==> src/rtl/if_imm_stage.sv <==
// Instruction fetch and field-split stage feeding the 16-to-32-bit immediate extender.
// Owns the PC, talks valid/ready to instruction memory, holds each fetched word
// until decode takes it, and tells the extender whether to zero- or sign-extend.
module if_imm_stage #(
  parameter logic [31:0] RESET_PC = 32'h0000_0000,
  parameter int unsigned TIMEOUT  = 16
) (
  input  logic        clk,
  input  logic        rst,
  output logic        imem_req,
  output logic [31:0] imem_addr,
  input  logic        imem_ready,
  input  logic [31:0] imem_data,
  input  logic        id_ready,
  input  logic        redirect,
  input  logic [31:0] redirect_pc,
  output logic [31:0] pc,
  output logic [31:0] inst_pc,
  output logic        inst_valid,
  output logic [5:0]  opcode,
  output logic [4:0]  rs,
  output logic [4:0]  rt,
  output logic [4:0]  rd,
  output logic [4:0]  shamt,
  output logic [5:0]  funct,
  output logic [15:0] imm_16,
  output logic        ext_signal,
  output logic        fetch_err
);

  typedef enum logic [1:0] {
    S_START,
    S_FETCH,
    S_HOLD,
    S_ERROR
  } state_t;

  // The wait counter trips on the cycle it would reach TIMEOUT, so after
  // TIMEOUT unanswered FETCH cycles the stage is in ERROR.
  localparam logic [7:0] WAIT_LAST = 8'(TIMEOUT - 1);

  state_t      state;
  state_t      state_next;
  logic [31:0] inst_word;
  logic [31:0] inst_word_next;
  logic [7:0]  wait_cnt;
  logic [7:0]  wait_cnt_next;
  logic [31:0] pc_next;
  logic [31:0] inst_pc_next;
  logic        inst_valid_next;
  logic        imem_req_next;
  logic        ext_signal_next;
  logic        fetch_err_next;

  // Redirect targets are word aligned, so the low two bits never reach the PC.
  logic unused_redirect_low;
  assign unused_redirect_low = ^redirect_pc[1:0];

  // Logical immediates (andi/ori/xori/lui) want zero extension; everything
  // else, including arithmetic, compares, loads/stores and branches, sign-extends.
  function automatic logic wants_zero_ext(input logic [5:0] op);
    case (op)
      6'h0C, 6'h0D, 6'h0E, 6'h0F: return 1'b1;
      default:                    return 1'b0;
    endcase
  endfunction

  assign imem_addr = pc;
  assign opcode    = inst_word[31:26];
  assign rs        = inst_word[25:21];
  assign rt        = inst_word[20:16];
  assign rd        = inst_word[15:11];
  assign shamt     = inst_word[10:6];
  assign funct     = inst_word[5:0];
  assign imm_16    = inst_word[15:0];

  // State register; reset lands in START so the first request goes out one cycle later.
  always_ff @(posedge clk or posedge rst) begin
    if (rst) begin
      state <= S_START;
    end else begin
      state <= state_next;
    end
  end

  // Datapath registers: PC, held instruction, handshake flags and wait counter.
  always_ff @(posedge clk or posedge rst) begin
    if (rst) begin
      pc         <= RESET_PC;
      inst_pc    <= 32'h0;
      inst_valid <= 1'b0;
      imem_req   <= 1'b0;
      inst_word  <= 32'h0;
      ext_signal <= 1'b0;
      fetch_err  <= 1'b0;
      wait_cnt   <= 8'h0;
    end else begin
      pc         <= pc_next;
      inst_pc    <= inst_pc_next;
      inst_valid <= inst_valid_next;
      imem_req   <= imem_req_next;
      inst_word  <= inst_word_next;
      ext_signal <= ext_signal_next;
      fetch_err  <= fetch_err_next;
      wait_cnt   <= wait_cnt_next;
    end
  end

  // Next-state and next-register logic; a redirect overrides whatever the
  // current state would have done, including discarding a same-cycle response
  // or a same-cycle decode accept.
  always_comb begin
    state_next      = state;
    pc_next         = pc;
    inst_pc_next    = inst_pc;
    inst_valid_next = inst_valid;
    imem_req_next   = imem_req;
    inst_word_next  = inst_word;
    ext_signal_next = ext_signal;
    fetch_err_next  = fetch_err;
    wait_cnt_next   = wait_cnt;

    if (redirect) begin
      pc_next         = {redirect_pc[31:2], 2'b00};
      inst_valid_next = 1'b0;
      wait_cnt_next   = 8'h0;
      imem_req_next   = 1'b1;
      state_next      = S_FETCH;
    end else begin
      case (state)
        S_START: begin
          imem_req_next = 1'b1;
          state_next    = S_FETCH;
        end

        S_FETCH: begin
          if (imem_ready) begin
            inst_word_next  = imem_data;
            ext_signal_next = wants_zero_ext(imem_data[31:26]);
            inst_pc_next    = pc;
            inst_valid_next = 1'b1;
            pc_next         = pc + 32'd4;
            wait_cnt_next   = 8'h0;
            imem_req_next   = 1'b0;
            state_next      = S_HOLD;
          end else if (wait_cnt == WAIT_LAST) begin
            fetch_err_next  = 1'b1;
            imem_req_next   = 1'b0;
            inst_valid_next = 1'b0;
            wait_cnt_next   = 8'h0;
            state_next      = S_ERROR;
          end else begin
            wait_cnt_next = wait_cnt + 8'd1;
          end
        end

        S_HOLD: begin
          if (id_ready) begin
            inst_valid_next = 1'b0;
            imem_req_next   = 1'b1;
            state_next      = S_FETCH;
          end
        end

        S_ERROR: begin
          imem_req_next   = 1'b0;
          inst_valid_next = 1'b0;
        end

        default: begin
          state_next = S_START;
        end
      endcase
    end
  end

endmodule

==> config.mk <==
export PLATFORM = sky130hd
export DESIGN_NAME = if_imm_stage
export DESIGN_NICKNAME = d
export VERILOG_FILES = /design/src/rtl/if_imm_stage.sv
export SDC_FILE = /design/constraint.sdc
export NUM_CORES = 1
export LEC_CHECK = 0
export ABC_AREA = 1
export BUFFER_PORTS_ARGS = -buffer_cell sky130_fd_sc_hd__buf_2
export CORE_MARGIN = 1
export CORE_UTILIZATION = 40
export CTS_CLUSTER_SIZE = 40
export DETAILED_ROUTE_END_ITERATION = 8
export GPL_ROUTABILITY_DRIVEN = 0
export HOLD_SLACK_MARGIN = 0.05
export PLACE_DENSITY_LB_ADDON = 0.15
export RECOVER_POWER = 50
export SLEW_MARGIN = 5
export SYNTH_ARGS = -nofsm -noshare
export SYNTH_HDL_FRONTEND = slang
export SYNTH_SLANG_ARGS = --single-unit
==> constraint.sdc <==
create_clock -name clk -period 3.5 [get_ports clk]
set_clock_uncertainty 0.2 [all_clocks]
set_input_delay 0.175 -clock clk [delete_from_list [all_inputs] [get_ports clk]]
set_output_delay 0.175 -clock clk [all_outputs]
set_load 0.05 [all_outputs]
==> impl_metrics.yaml, run 1 <==
die:
  initial_core_util_pct: 41.6
  core_mm2: 0.0135
  die_h_um: 120
  dieArea_mm2: 0.0145
  pin_count: 217
  die-width_um: 120
  placementRows: 42
placed_design:
  dpl.hpwl_mm: 11.1
  io_buffers: 208
  pre_cts_slack_ns: 1.29
  dp.cells: 1048
finish:
  n_antenna_cell: 0
  final_layout_size_suffix_gt1_share_pct: 15.4
  syn_to_final_growth_pct: 30.8
  fin_cells: 1132
  nets: 1026
  nFillCells: 1374
drt:
  vias: 5323
  drtIter0Drc: 253
  routedWlPerCell_um: 14.3
  drc: 0
  routed_via_density: 4.70
  dr.pass1.iters: 4
  detail-route-antenna-nets: 0
  wl_mm: 16.1
clock_network:
  cts_buffers: 9
  cts_max_level: 3
  cts.sinks: 106
  cts-root-buf: "clkbuf_16"
  clkTransAtPathRegs_ns: 0.07
  ctsResizeCount: 0
  cts_tree: "yes"
  cts.path.max_buffers: 2
  insertion_delay_ns: 0.34
min_path:
  hold_class: "input port to flop"
logic_synthesis:
  async_flop_share_pct: 100
  synth_ff_type: "dfrtp_1"
  yosysTopAreaCell: "dfrtp_1"
  synth_edf_count: 0
  synth_cell_type_count: 38
  ys_seq_area_share_pct: 47.4
  syn_area_per_cell_um2: 7.69
  synth_area_mm2: 0.00559
  synth.top_cells.by_area: "dfrtp_1 (47%), nand2_1 (18%), buf_4 (7.2%)"
  ys_ff_latch: 106
  synth_top_area_share_pct: 47.4
  postSynthCellCount: 727
  yosys_warnings: 0
critical_path:
  path_cells: "inv_1 -> ha_1 -> nand2_1 -> inv_2 -> nand2_4 -> buf_12 -> nand2_1 -> o41ai_2 -> dlygate4sd3_1"
  worst_path_dominant_cell_family: "buffers and inverters"
  critPathRequiredTime_ns: 3.58
  crit_path_start_kind: "flop"
  crit_fanout: 66
  crit_path_end_kind: "flop"
  worstSetupPathType: "flop to flop"
  worstPathArrival_ns: 2.88
  r2r_slack_ns: 0.70
  slowest_stage: "dlygate4sd3_1"
  cp.buffers_inverters: 4
  crit_top_cell: "nand2_1"
  max_stage_delay_ns: 0.59
sta:
  rsz0062_at_grt: "false"
  hold_violations: 0
  drv_slew: 57
  period_share_pct: 80.1
  max-slew-margin-rel_pct: -40.5
  final.setup.worst_slack_ns: 0.695
  layout_min_cycle_time_ns: 2.80
  max_freq_mhz: 357
  tightestPinTransition_ns: 2.11
  finalSetupViolations: 0
  tns_ns: 0
status:
  status: "finished, violations left"
  violations: "max-capacitance violations, max-slew violations"
grt:
  antenna_found_initial: 0
  grt_overflow: 0
  grt_max_degree: 67
  grt_usage_pct: 22.8
  grt_pass1_vias: 5022
  grt_pass1_wl_mm: 25.8
power_and_ir_drop:
  power_leakage_nw: 3.63
  vdd_drop_max_mv: 0.513
  power_density_mw_per_mm2: 964
run:
  cap_violations: 1
## cells in the final DEF (no fill, tap or decap), types with 3 or more instances in the layout
master	count
conb_1	6
o21ai_1	38
clkbuf_16	9
a21oi_1	10
o21a_1	3
nand2_1	276
clkbuf_1	112
o21ai_0	5
nor3_1	4
nand2_2	4
nor2_4	7
clkbuf_8	3
dfrtp_1	106
dlygate4sd3_1	68
inv_2	5
buf_2	97
nor2_2	5
ha_1	6
nor2_1	74
buf_4	6
inv_1	44
a22oi_1	10
nand3_1	35
## stage by stage
step / hold WS (ns) / instance area, um^2 / util [%] / total power, W
after floorplan: 0.0654 / 5610 / - / 0.00530
after global placement: 0.145 / 6440 / 47.9 / 0.00598
after detailed placement: 0.145 / 6440 / 47.9 / 0.00601
after CTS: 0.0713 / 7460 / 55.4 / 0.00722
after global routing: 0.0896 / 7310 / 54.4 / 0.00745
final: 0.0746 / 7310 / 54.4 / 0.00705
## path summary, 6_finish.rpt
kind                               startpoint            end  depth (start not counted)
worst max-delay path                 state[1]     ext_signal                          9
worst min-delay path                 redirect  imem_addr[19]                          5
worst max register to register       state[1]     ext_signal                          9
worst min register to register  inst_word[16]  inst_word[16]                          2
max in group asynchronous                 rst     inst_pc[6]                          4
min in group asynchronous                 rst  inst_word[17]                          3
## power by group
part | switching [W] | leakage (nW) | internal (W)
combinational | 0.00314 | 2.14 | 0.000691
clock | 0.000454 | 0.166 | 0.000689
sequential | 0.000401 | 1.32 | 0.00168
total | 0.00400 | 3.63 | 0.00306
## timing repair
item	in CTS	in global routing
hold endpoints to repair	119	0
buffers inserted	0	0
hold buffers	68	0
## cells in the mapped netlist (all sizes together), types with 3 or more instances
cell type	count
nand2	282
dfrtp	106
nor2	86
buf	71
inv	50
o21ai	44
nand3	35
a21oi	11
a22oi	10
ha	6
clkbuf	4
nor3	4
o21a	3
## metal layers
layer,vias up,track usage [%],wire length (um)
met3,13,3.58,935
met1,2458,30.2,7570
met2,175,38.2,7420
met5,-,0,0
met4,0,7.02,205
li1,2677,-,-
## registers in the layout, indices dropped and copies added (netlist names)
| signal | flops |
|---|---|
| state | 2 |
| ext_signal | 1 |
| inst_valid | 1 |
| inst_word | 32 |
| imem_addr | 30 |
| imem_req | 1 |
| wait_cnt | 8 |
| inst_pc | 30 |
| fetch_err | 1 |
## final cells by class
cell class / instances / area (um^2) / area share (%)
Timing Repair Buffer: 283 / 1650 / 22.5
Sequential cell: 106 / 2650 / 36.3
Clock inverter: 3 / 68.8 / 0.941
Tap cell: 176 / 220 / 3.01
Clock buffer: 13 / 270 / 3.69
Multi-Input combinational cell: 501 / 2260 / 31.0
Inverter: 50 / 190 / 2.60
## tightest hold or removal path: stages
cell and delay (ns):
buf_2 0.11, inv_4 0.10, nand3_1 0.10, nand2_1 0.05, nand2_1 0.05
## cell families after synthesis
group	synth area share (%)
fa+ha+maj	1.34
other cells	0.0670
compound gates	8.19
buf+inv	12.6
simple gates	30.2
xor+xnor	0.157
flops	47.4
Power figures use the tool's default switching activity.
==> inputs of run 2 (changes only) <==
--- a/config.mk
+++ b/config.mk
@@ -5,7 +5,7 @@
 export SDC_FILE = /design/constraint.sdc
 export NUM_CORES = 1
 export LEC_CHECK = 0
-export ABC_AREA = 1
+export ABC_AREA = 0
 export BUFFER_PORTS_ARGS = -buffer_cell sky130_fd_sc_hd__buf_2
 export CORE_MARGIN = 1
 export CORE_UTILIZATION = 40
==> constraint.sdc (replaced) <==
create_clock -name clk -period 2.92 [get_ports clk]
set_clock_uncertainty 0.2 [all_clocks]
set_input_delay 0.146 -clock clk [delete_from_list [all_inputs] [get_ports clk]]
set_output_delay 0.146 -clock clk [all_outputs]
set_load 0.05 [all_outputs]
==> run 2 against run 1 <==
Compared with the run above: the flow still finishes with violations (max-capacitance violations, max-slew violations); final cell count fell by 25%; register-to-register slack worse by 0.31 ns; die area down 8.1%; clock-buffer cell count unchanged; non-clock buffer count down 4; critical endpoint is now inst_word[27].
==> impl_metrics.yaml, run 2 <==
status:
  status: "finished, violations left"
  violations: "max-capacitance violations, max-slew violations"
logic_synthesis:
  synth_cell_type_count: 45
  postSynthCellCount: 451
  async_flop_share_pct: 100
  synth_ff_type: "dfrtp_1"
  synth_area_mm2: 0.00513
  yosysTopAreaCell: "dfrtp_1"
  yosys_warnings: 0
  synthMostInstantiatedCell: "dfrtp_1"
  synth.top_cells.by_area: "dfrtp_1 (52%), mux2_2 (14%), buf_4 (7.6%)"
  synth.top_cells.by_count: "dfrtp_1 (106), mux2_2 (64), buf_4 (52), nand2_1 (47), o21ai_0 (31)"
  synth_top_area_share_pct: 51.7
  syn_area_per_cell_um2: 11.4
  ys_seq_area_share_pct: 51.7
  ys_ff_latch: 106
  synth_edf_count: 0
clock_network:
  cts_buffers: 9
  cts.path.max_buffers: 2
  insertion_delay_ns: 0.35
  clkTransAtPathRegs_ns: 0.06
  cts_max_level: 3
  cts-root-buf: "clkbuf_16"
  cts.sinks: 106
  cts_setup_buffers: 0
  cts_tree: "yes"
drt:
  routedWlPerCell_um: 14.5
  dr.pass1.iters: 4
  wl_mm: 12.3
  drc: 0
  vias: 4040
  detail-route-antenna-nets: 0
  drtIter0Drc: 139
  routed_via_density: 4.74
critical_path:
  crit_path_end_kind: "flop"
  worst_r2r_path_depth: 5
  crit_path_start_kind: "flop"
  worstSetupPathType: "flop to flop"
  crit_fanout: 66
  critPathRequiredTime_ns: 2.95
  worstPathArrival_ns: 2.57
power_and_ir_drop:
  vdd_drop_max_mv: 0.523
  p_comb_share_pct: 53.0
  power_switching_w: 0.00386
  p_seq_share_pct: 31.8
  power.internal_w: 0.00344
  clkPwrFrac_pct: 15.2
  power_w: 0.00730
  power_density_mw_per_mm2: 1080
  power_leakage_nw: 2.93
  p_sw_share_pct: 52.9
min_path:
  hold_class: "input port to flop"
  hold_depth: 3
placed_design:
  io_buffers: 208
  dpl.hpwl_mm: 8.37
  pre_cts_slack_ns: 0.383
  placed_cell_area_mm2: 0.00602
sta:
  hold_violations: 0
  max-slew-margin-rel_pct: -5.03
  finalSetupViolations: 0
  layout_min_cycle_time_ns: 2.54
  max_freq_mhz: 394
  final.setup.worst_slack_ns: 0.384
  tightestPinTransition_ns: 1.57
  tns_ns: 0
  drv_slew: 37
  period_share_pct: 86.8
  rsz0062_at_grt: "false"
grt:
  grt_usage_pct: 18.9
  grt_pass1_wl_mm: 19.1
  grt_overflow: 0
  grt_pass1_vias: 3689
  grt_max_degree: 67
  antenna_found_initial: 0
finish:
  syn_to_final_growth_pct: 31.4
  nets: 753
  n_antenna_cell: 0
  regMostFlops: "inst_word"
  largest_register_ffs: 32
  layout.cells.most_common: "clkbuf_1"
  final_cell_mix: "clkbuf_1 (135), dfrtp_1 (106), buf_2 (75)"
  stdcell_area_mm2: 0.00674
  final_layout_size_suffix_gt1_share_pct: 24.3
die:
  placementRows: 41
  initial_core_util_pct: 40.8
  core_mm2: 0.0126
  die_h_um: 115
  pin_count: 217
  dieArea_mm2: 0.0133
  die-width_um: 115
run:
  cap_violations: 1
## run 2: worst max-delay path, stage by stage, from the launching register on
cell     delay (ns)
dfrtp_1        0.39
inv_1          0.09
ha_1           0.23
nand2_1        0.24
or2_4          0.73
mux2_2         0.42
## run 2: power by group through the flow
| stage | registers, W | logic (W) | clock network [W] |
|---|---|---|---|
| after CTS | 0.00230 | 0.00408 | 0.00116 |
| after floorplan | 0.00404 | 0.00160 | 0 |
| after detailed placement | 0.00233 | 0.00401 | 0 |
| after global routing | 0.00240 | 0.00408 | 0.00120 |
| after global placement | 0.00229 | 0.00399 | 0 |
| final | 0.00232 | 0.00387 | 0.00111 |
## run 2: cell families (layout without fill, tap and decap cells)
group / after synthesis / after routing / synth area share, %
flops: 106 / 106 / 51.7
compound gates: 49 / 49 / 5.73
buf+inv: 73 / 297 / 9.24
fa+ha+maj: 6 / 6 / 1.46
simple gates: 120 / 120 / 12.2
xor+xnor: 29 / 29 / 4.95
mux: 67 / 67 / 14.6
other cells: 1 / 6 / 0.0731
## run 2: final timing paths
check | from | endpoint | slack, ns
hold / removal | redirect | wait_cnt[2] | 0.08
max in group asynchronous | rst | inst_pc[11] | 0.59
hold reg to reg | fetch_err | fetch_err | 0.28
setup reg to reg | state[1] | inst_word[27] | 0.38
setup / recovery | state[1] | inst_word[27] | 0.38
min in group asynchronous | rst | inst_word[13] | 0.49
## run 2: metrics by stage
step | instances | hold WS, ns | utilization, %
detailed placement | 775 | 0.136 | 47.9
floorplan | 456 | 0.0415 | -
CTS | 852 | 0.0618 | 55.1
finish | 852 | 0.0762 | 53.6
global route | 852 | 0.0919 | 53.6
global placement | 775 | 0.131 | 47.9
## run 2: metal layers
layer | vias up | share of wire, % | track usage [%]
li1 | 1959 | - | -
met1 | 1950 | 45 | 24.2
met2 | 120 | 49 | 31.3
met3 | 11 | 4.7 | 3.64
met4 | 0 | 1.6 | 8.14
met5 | - | 0 | 0
## run 2: cell type report
class	count	area [um^2]
clock buffers	13	260
fillers	1217	5830
inverters	5	20.0
multi-input cells	277	2030
flip-flops and latches	106	2650
well taps	172	215
repair buffers	279	1570
## run 2: timing repair
item                                   CTS  global route
endpoints found under the hold margin   98             0
resized for setup                        0             0
hold buffers                            64             0
